===== config.mk =====
export PLATFORM = sky130hd
export DESIGN_NAME = seg7_scan_mux
export DESIGN_NICKNAME = d
export VERILOG_FILES = /design/src/rtl/seg7_pkg.sv /design/src/rtl/hex_to_seg7.sv /design/src/rtl/seg7_scan_mux.sv
export SDC_FILE = /design/constraint.sdc
export NUM_CORES = 1
export LEC_CHECK = 0
export BUFFER_PORTS_ARGS = -buffer_cell sky130_fd_sc_hd__buf_2
export CELL_PAD_IN_SITES_DETAIL_PLACEMENT = 0
export CELL_PAD_IN_SITES_GLOBAL_PLACEMENT = 1
export CORE_UTILIZATION = 38
export DETAILED_ROUTE_END_ITERATION = 6
export PLACE_DENSITY = 0.76
export SYNTH_ARGS = -nofsm -noshare
export SYNTH_HDL_FRONTEND = slang
export SYNTH_SLANG_ARGS = --single-unit

===== constraint.sdc =====
create_clock -name fast_clk -period 2.7 [get_ports fast_clk]
set_input_delay 0.405 -clock fast_clk [delete_from_list [all_inputs] [get_ports fast_clk]]
set_output_delay 0.405 -clock fast_clk [all_outputs]
set_load 0.1 [all_outputs]

===== src/rtl/seg7_pkg.sv =====
// seg7_pkg: shared constants and types for the seven-segment scan driver.
// Segment patterns are active-low, ordered {g,f,e,d,c,b,a}.
package seg7_pkg;

  localparam int NUM_DIGITS = 4;

  localparam logic [6:0] SEG_0   = 7'h40;
  localparam logic [6:0] SEG_1   = 7'h79;
  localparam logic [6:0] SEG_2   = 7'h24;
  localparam logic [6:0] SEG_3   = 7'h30;
  localparam logic [6:0] SEG_4   = 7'h19;
  localparam logic [6:0] SEG_5   = 7'h12;
  localparam logic [6:0] SEG_6   = 7'h02;
  localparam logic [6:0] SEG_7   = 7'h78;
  localparam logic [6:0] SEG_8   = 7'h00;
  localparam logic [6:0] SEG_9   = 7'h10;
  localparam logic [6:0] SEG_A   = 7'h08;
  localparam logic [6:0] SEG_B   = 7'h03;  // lowercase b
  localparam logic [6:0] SEG_C   = 7'h46;
  localparam logic [6:0] SEG_D   = 7'h21;  // lowercase d
  localparam logic [6:0] SEG_E   = 7'h06;
  localparam logic [6:0] SEG_F   = 7'h0E;
  localparam logic [6:0] SEG_OFF = 7'h7F;

  typedef enum logic {
    SHOW  = 1'b0,
    BLANK = 1'b1
  } scan_state_t;

endpackage


===== src/rtl/hex_to_seg7.sv =====
// hex_to_seg7: combinational hex nibble to active-low seven-segment pattern.
module hex_to_seg7
  import seg7_pkg::*;
(
  input  logic [3:0] nibble,
  output logic [6:0] seg
);

  // Map each hex value to its display glyph
  always_comb begin
    seg = SEG_OFF;
    case (nibble)
      4'h0: seg = SEG_0;
      4'h1: seg = SEG_1;
      4'h2: seg = SEG_2;
      4'h3: seg = SEG_3;
      4'h4: seg = SEG_4;
      4'h5: seg = SEG_5;
      4'h6: seg = SEG_6;
      4'h7: seg = SEG_7;
      4'h8: seg = SEG_8;
      4'h9: seg = SEG_9;
      4'hA: seg = SEG_A;
      4'hB: seg = SEG_B;
      4'hC: seg = SEG_C;
      4'hD: seg = SEG_D;
      4'hE: seg = SEG_E;
      4'hF: seg = SEG_F;
      default: seg = SEG_OFF;
    endcase
  end

endmodule


===== src/rtl/seg7_scan_mux.sv =====
// seg7_scan_mux: four-digit multiplexed seven-segment driver.
// slow_clk is sampled as data; each synchronised rising edge advances the
// scan by one digit, with an optional all-off gap of BLANK_CYCLES.
// The display value is latched once per frame (on the 3 -> 0 wrap).
// Optional build macro: LEADING_ZERO_BLANK_EN (suppress leading zero digits).
module seg7_scan_mux
  import seg7_pkg::*;
#(
  parameter int unsigned BLANK_CYCLES = 2
) (
  input  logic        fast_clk,
  input  logic        rst,
  input  logic        slow_clk,
  input  logic [15:0] value,
  input  logic [3:0]  dp,
  output logic [3:0]  an,
  output logic [6:0]  seg,
  output logic        dp_n
);

  localparam int IDX_W = $clog2(NUM_DIGITS);
  localparam logic [IDX_W-1:0] IDX_LAST = IDX_W'(NUM_DIGITS - 1);
  localparam int CNT_W = (BLANK_CYCLES > 1) ? $clog2(BLANK_CYCLES) : 1;
  localparam logic [CNT_W-1:0] CNT_LAST =
    (BLANK_CYCLES > 1) ? CNT_W'(BLANK_CYCLES - 1) : '0;

  logic             s1, s2, s3;
  logic             tick;
  scan_state_t      state, state_next;
  logic [IDX_W-1:0] idx, idx_next;
  logic [CNT_W-1:0] cnt, cnt_next;
  logic             wrap;
  logic [15:0]      val_q, val_next;
  logic [3:0]       dp_q, dp_next;
  logic [3:0]       nibble;
  logic [6:0]       dec_seg;
  logic             lz_blank;
  logic [3:0]       an_next;
  logic [6:0]       seg_next;
  logic             dp_n_next;

  // One-cycle pulse per synchronised rising edge of slow_clk
  assign tick = s2 & ~s3;

  // Scan sequencing: advance on tick, hold off for the blanking gap
  always_comb begin
    state_next = state;
    idx_next   = idx;
    cnt_next   = cnt;
    wrap       = 1'b0;
    case (state)
      SHOW: begin
        if (tick) begin
          idx_next = idx + 1'b1;
          wrap     = (idx == IDX_LAST);
          if (BLANK_CYCLES > 0) begin
            state_next = BLANK;
            cnt_next   = '0;
          end
        end
      end
      BLANK: begin
        // Ticks seen here are intentionally dropped.
        if (cnt == CNT_LAST) begin
          state_next = SHOW;
        end else begin
          cnt_next = cnt + 1'b1;
        end
      end
      default: state_next = SHOW;
    endcase
  end

  // Outputs are registered, so decode from the post-edge view of the data.
  assign val_next = wrap ? value : val_q;
  assign dp_next  = wrap ? dp    : dp_q;
  assign nibble   = val_next[{idx_next, 2'b00} +: 4];

  hex_to_seg7 u_dec (
    .nibble (nibble),
    .seg    (dec_seg)
  );

`ifdef LEADING_ZERO_BLANK_EN
  // Digit k (k >= 1) is dark when it and every higher nibble are zero
  always_comb begin
    lz_blank = 1'b0;
    case (idx_next)
      2'd3:    lz_blank = (val_next[15:12] == 4'h0);
      2'd2:    lz_blank = (val_next[15:8]  == 8'h00);
      2'd1:    lz_blank = (val_next[15:4]  == 12'h000);
      default: lz_blank = 1'b0;
    endcase
  end
`else
  assign lz_blank = 1'b0;
`endif

  // Drive the selected anode, or everything off during a gap / blanked slot
  always_comb begin
    an_next   = 4'b1111;
    seg_next  = SEG_OFF;
    dp_n_next = 1'b1;
    if ((state_next == SHOW) && !lz_blank) begin
      an_next[idx_next] = 1'b0;
      seg_next          = dec_seg;
      dp_n_next         = ~dp_next[idx_next];
    end
  end

  // State, synchroniser, frame latch and output registers
  always_ff @(posedge fast_clk) begin
    if (rst) begin
      s1    <= 1'b0;
      s2    <= 1'b0;
      s3    <= 1'b0;
      state <= SHOW;
      idx   <= '0;
      cnt   <= '0;
      val_q <= '0;
      dp_q  <= '0;
      an    <= 4'b1111;
      seg   <= SEG_OFF;
      dp_n  <= 1'b1;
    end else begin
      s1    <= slow_clk;
      s2    <= s1;
      s3    <= s2;
      state <= state_next;
      idx   <= idx_next;
      cnt   <= cnt_next;
      val_q <= val_next;
      dp_q  <= dp_next;
      an    <= an_next;
      seg   <= seg_next;
      dp_n  <= dp_n_next;
    end
  end

endmodule


After elaboration in Yosys (flattened, before gate mapping). Memory sizes are Yosys's and may differ from the RTL's. A register that Yosys moved wholly into a read port is not among the register bits. Index checks and enable logic that the tools add are counted. W data, S select, Z words.

Register bits: 32. ROM bits: 112. Input bits: 23. Memories kept: 1.

Add/subtract/negate cells: 2. $lt $le $gt $ge: 2. Eq/ne operators: 2. Shifts and indexed selects: 1. Muxes and demuxes: 16. Bitwise gates (word level): 5. Reductions and logical operators: 2.

Memories: (no name shown) (words 16, bits a word 7, rd ports 1, clocked after Yosys merged registers in 1, wr ports 0, RTL line hex_to_seg7.sv:12) `case (nibble)`.

Operators with widths (number): $mux W16 (1); $shiftx A16 B5 Y4 (1); $mux W1 (8); $mux W2 (2); $mux W4 (1); $not A4 Y4 (1); $pmux W1 S2 (2); $lt A2 B3 Y1 const B (1); $not A1 Y1 (3); $add A2 B1 Y2 const B (1); $bmux W1 S2 (1); $demux W1 S2 (1); $eq A2 B2 Y1 const B (1); $ge A2 B1 Y1 const B (1); $ne A2 B2 Y1 const B (1); $reduce_or A2 Y1 (1); $add A1 B1 Y1 const B (1); $and A1 B1 Y1 (1); $logic_and A1 B1 Y1 (1).

Depth between registers and ports, before layout.
Word-level depth: 9. Depth in mapped cells: 12. Mapped depth without buffers: 10.

Modules after synthesis. A second synthesis with hierarchy kept.

Cell total of the unflattened synthesis: 179. Area total of the unflattened synthesis: 1755.4 um2.

By module, submodules not included: seg7_scan_mux (times used 1, cells each 144, area an instance 1485.2 um2, seq. area each 780.7 um2); hex_to_seg7 (times used 1, cells each 35, area an instance 270.3 um2, seq. area each 0.0 um2).

Worst setup path before layout. OpenSTA, ideal clock, no wires.

Path kind: register -> register. From: reg idx[1]. To: reg seg[3]. Setup time: 120 ps. Arrival time: 2530 ps. Required time: 2580 ps. Setup slack: 50 ps. Cell stages (with the launch flop): 12. Cells stage by stage: dfxtp_1 ha_1 and4bb_4 buf_12 buf_6 mux2i_1 nor2_1 nor4_4 inv_1 ha_1 mux2_2 o31a_1.

Word-level cells in the longest chain between the ends: 5.

RTL lines: start, declared (RTL line seg7_scan_mux.sv:30) `logic [IDX_W-1:0] idx, idx_next;`; start signal, assigned (RTL line seg7_scan_mux.sv:130) `idx <= idx_next;`; $eq A2 B2 Y1 (RTL line seg7_scan_mux.sv:55) `wrap = (idx == IDX_LAST);`; $mux W1 (RTL line seg7_scan_mux.sv:53) `if (tick) begin`; $mux W1 (RTL line seg7_scan_mux.sv:51) `case (state)`; $mux W16 (RTL line seg7_scan_mux.sv:75) `assign val_next = wrap ? value : val_q;`; $shiftx A16 B5 Y4 (*) (RTL line seg7_scan_mux.sv:77) `assign nibble = val_next[{idx_next, 2'b00} +: 4];`; end, declared (RTL line seg7_scan_mux.sv:17) `output logic [6:0] seg,`.

Every way passes the cells marked *; elsewhere a longest branch is shown, timed or not. A chain may end at the register's enable or synchronous reset.

Final worst setup path.
From: reg s2. To: reg seg[0].

Word-level cells in the longest chain between the ends: 5.

RTL lines: start, declared (RTL line seg7_scan_mux.sv:27) `logic s1, s2, s3;`; start signal, assigned (RTL line seg7_scan_mux.sv:115) `s2 <= 1'b0;`; start signal, assigned (RTL line seg7_scan_mux.sv:127) `s2 <= s1;`; $and A1 B1 Y1 (*) (RTL line seg7_scan_mux.sv:43) `assign tick = s2 & ~s3;`; $mux W1 (RTL line seg7_scan_mux.sv:53); $mux W1 (RTL line seg7_scan_mux.sv:51); $mux W16 (RTL line seg7_scan_mux.sv:75); $shiftx A16 B5 Y4 (RTL line seg7_scan_mux.sv:77).

Marked as above.

==> results.yml <==
pwr:
  swShare_pct: 26.73
  netSwitchingPower_uw: 342.5
  irDropWorstVdd_mv: 0.3330
  intPower_uw: 938.8
  p_leak_nw: 0.9046
  pwr-share-clk_pct: 39.3
  total_power_mw: 1.281
  p_per_area_nw_per_um2: 582.5
  p_seq_share_pct: 46.7
  pwr-share-comb_pct: 14.1
cells_and_area:
  nFillCells: 414
  regArea_um2: 782.0
  layout_common_cells: "dfxtp_1 (38), buf_2 (34), nor2_1 (31)"
  drive_gt1_share_pct: 32.43
  layout.cells.non_filler: 274
  final_common_cell: "dfxtp_1"
  fin_area_um2: 2200
  finalNetCount: 251
  multiInputGateArea_um2: 952.2
  diodes: 0
  layout-area-overhead-vs-synth_pct: 21.66
clocking:
  cts_hold_buf: 0
  cts_made_buffers: 5
  clkSinkCount: 39
  path_clk_slew_ns: 0.07
  htreeDepth: 2
  root_buffer: "clkbuf_8"
  clk_latency_ns: 0.30
  cts_tree: "done"
  ctsLongestPathBuffers: 2
die:
  fp.dieW_um: 70.98
  io_pins: 35
  start_util_pct: 40.41
  die-area_um2: 5037
  rows: 24
  dieHeight_um: 70.98
  coreArea_um2: 4474
global_route:
  grt_pass1_wl_um: 6023
  grt_util_met2_pct: 26.50
  grt_max_degree: 30
  gr-total-overflow: 0
  antenna_found_initial: 0
  globalRouteMet3Util_pct: 4.274
  grt_util_met1_pct: 19.31
  groute.usage.overall_pct: 15.86
  busiest_layer: "met2"
  grt_pass1_vias: 1339
placement:
  port-buffer-count: 34
  placed_area_um2: 2048
  post-place-ws_ns: 0.08523
  dp_hpwl_um: 2684
  gp_congestion: 0.7881
  dp_cells: 263
sta:
  setup-violations-final: 0
  timing.fmax_mhz: 386.0
  final.min_clock_period_ns: 2.591
  report.final.slew_viol_count: 0
  fin_crit_sh_pct: 95.95
  final-hold-violation-count: 0
  fin_ws_ns: 0.1093
  worst_hold_slack_ns: 0.3506
  max_slew_margin_pct: 55.29
  worst-slew-pin-transition_ns: 0.6655
  clock_skew_ns: 0.004498
run_status:
  violations: "DRC"
  status: "finished, violations left"
synth:
  yosysSeqAreaShare_pct: 43.18
  yosysUniqueCellTypes: 41
  yosysWarnings: 0
  syn-instance-count: 175
  syn_nets: 205
  ys_ff_latch: 39
  netlist_area_um2: 1808
  syn_area_per_cell_um2: 10.33
detailed_routing:
  routedWlPerCell_um: 14.19
  drtIter0Drc: 154
  via_per_inst: 5.058
  drc: 4
  firstDrtPassIters: 7
  vias: 1386
  routed_wl_um: 3888
  postRouteAntennaNets: 0
run:
  timing.max_cap.violations: 0
hold_path:
  hold_path_class: "in2reg"
critical_path:
  crit_fanout: 8
  crit_type: "reg2reg"
  endpoint_kind: "flop"
  critPathLaunchType: "flop"
  critical_path_arrival_ns: 2.77
  worstPathRequired_ns: 2.88
## stage by stage
stage | utilization [%] | setup TNS [ns]
after floorplan | - | 0
after global placement | 45.78 | 0
after detailed placement | 45.78 | 0
after CTS | 48.41 | 0
after global routing | 49.16 | -0.004496
final | 49.16 | 0
## power groups by stage
| stage | Clock (mW) | Combinational (mW) | Sequential [mW] |
|---|---|---|---|
| 2_1_floorplan | 0 | 0.0496 | 0.693 |
| 3_3_place_gp | 0 | 0.181 | 0.610 |
| 3_5_place_dp | 0 | 0.180 | 0.610 |
| 4_1_cts | 0.515 | 0.182 | 0.597 |
| 5_1_grt | 0.537 | 0.190 | 0.600 |
| 6_report | 0.503 | 0.180 | 0.598 |
## cell families (layout without fill, tap and decap cells)
group	Yosys count	after routing	synth area share (%)
simple gates	69	70	20.49
buf+inv	12	58	5.121
fa+ha+maj	7	7	4.844
mux	29	29	17.58
compound gates	18	18	8.305
xor+xnor	1	1	0.4845
flops	39	39	43.18
## cell usage after synthesis (all sizes together)
cell | number | area (um^2)
dfxtp | 39 | 780.8
nor2 | 34 | 145.1
mux2i | 26 | 280.3
nand2 | 8 | 30.03
nor2b | 8 | 50.05
ha | 7 | 87.58
buf | 6 | 70.06
o22ai | 6 | 57.55
nand2b | 5 | 31.28
clkbuf | 4 | 15.01
nor3 | 4 | 20.02
mux2 | 3 | 37.53
nor4 | 3 | 33.78
inv | 2 | 7.510
nand3 | 2 | 10.01
o21ai | 2 | 10.01
o221ai | 2 | 17.52
a2111oi | 1 | 8.760
a21oi | 1 | 5.000
a221o | 1 | 10.01
and2b | 1 | 7.510
and4bb | 1 | 16.27
nor3b | 1 | 12.51
o2111ai | 1 | 8.760
o211ai | 1 | 7.510
o311ai | 1 | 8.760
o31a | 1 | 8.760
o31ai | 1 | 7.510
or2b | 1 | 7.510
or3 | 1 | 6.260
xnor2 | 1 | 8.760
## worst paths after layout
| check | slack [ns] | end | cells past startpoint | start |
|---|---|---|---|---|
| setup / recovery | 0.11 | seg[0]$_SDFF_PP1_ | 9 | s2$_SDFF_PP0_ |
| setup reg to reg | 0.11 | seg[0]$_SDFF_PP1_ | 9 | s2$_SDFF_PP0_ |
| hold / removal | 0.35 | s1$_SDFF_PP0_ | 2 | slow_clk |
| hold reg to reg | 0.45 | s2$_SDFF_PP0_ | 1 | s1$_SDFF_PP0_ |
## final cells by class
class,count,share of cell area [%]
tap,52,2.958
multi-input combinational,125,43.29
clock buffer,6,3.754
clock inverter,2,1.593
sequential,39,35.55
inverter,2,0.3413
timing repair buffer,48,12.51
## sequential cells by signal, indices dropped and copies added, names as in the netlist
name,cells
seg,7
val_q,16
s1,1
an,4
s3,1
state,1
dp_q,4
idx,2
dp_n,1
s2,1
cnt,1
## worst max-delay path, cell delays in order (launching register included)
cell     delay (ns)
dfxtp_1        0.42
nor3b_2        0.23
buf_4          0.21
mux2_2         0.40
o22ai_1        0.29
nor2_4         0.07
buf_4          0.16
ha_1           0.21
nor4_1         0.36
o31ai_1        0.12
## layer usage
layer  vias up  routed length [um]
met5         -                   0
met4         0                  93
met3        12                 215
met2        43                1765
met1       630                1814
li1        701                   -
## timing repair
item / in CTS / in global routing
buffers inserted: 0 / 2
resized for setup: 0 / 2
endpoints found under the setup margin: 0 / 5
Power figures use the tool's default switching activity.
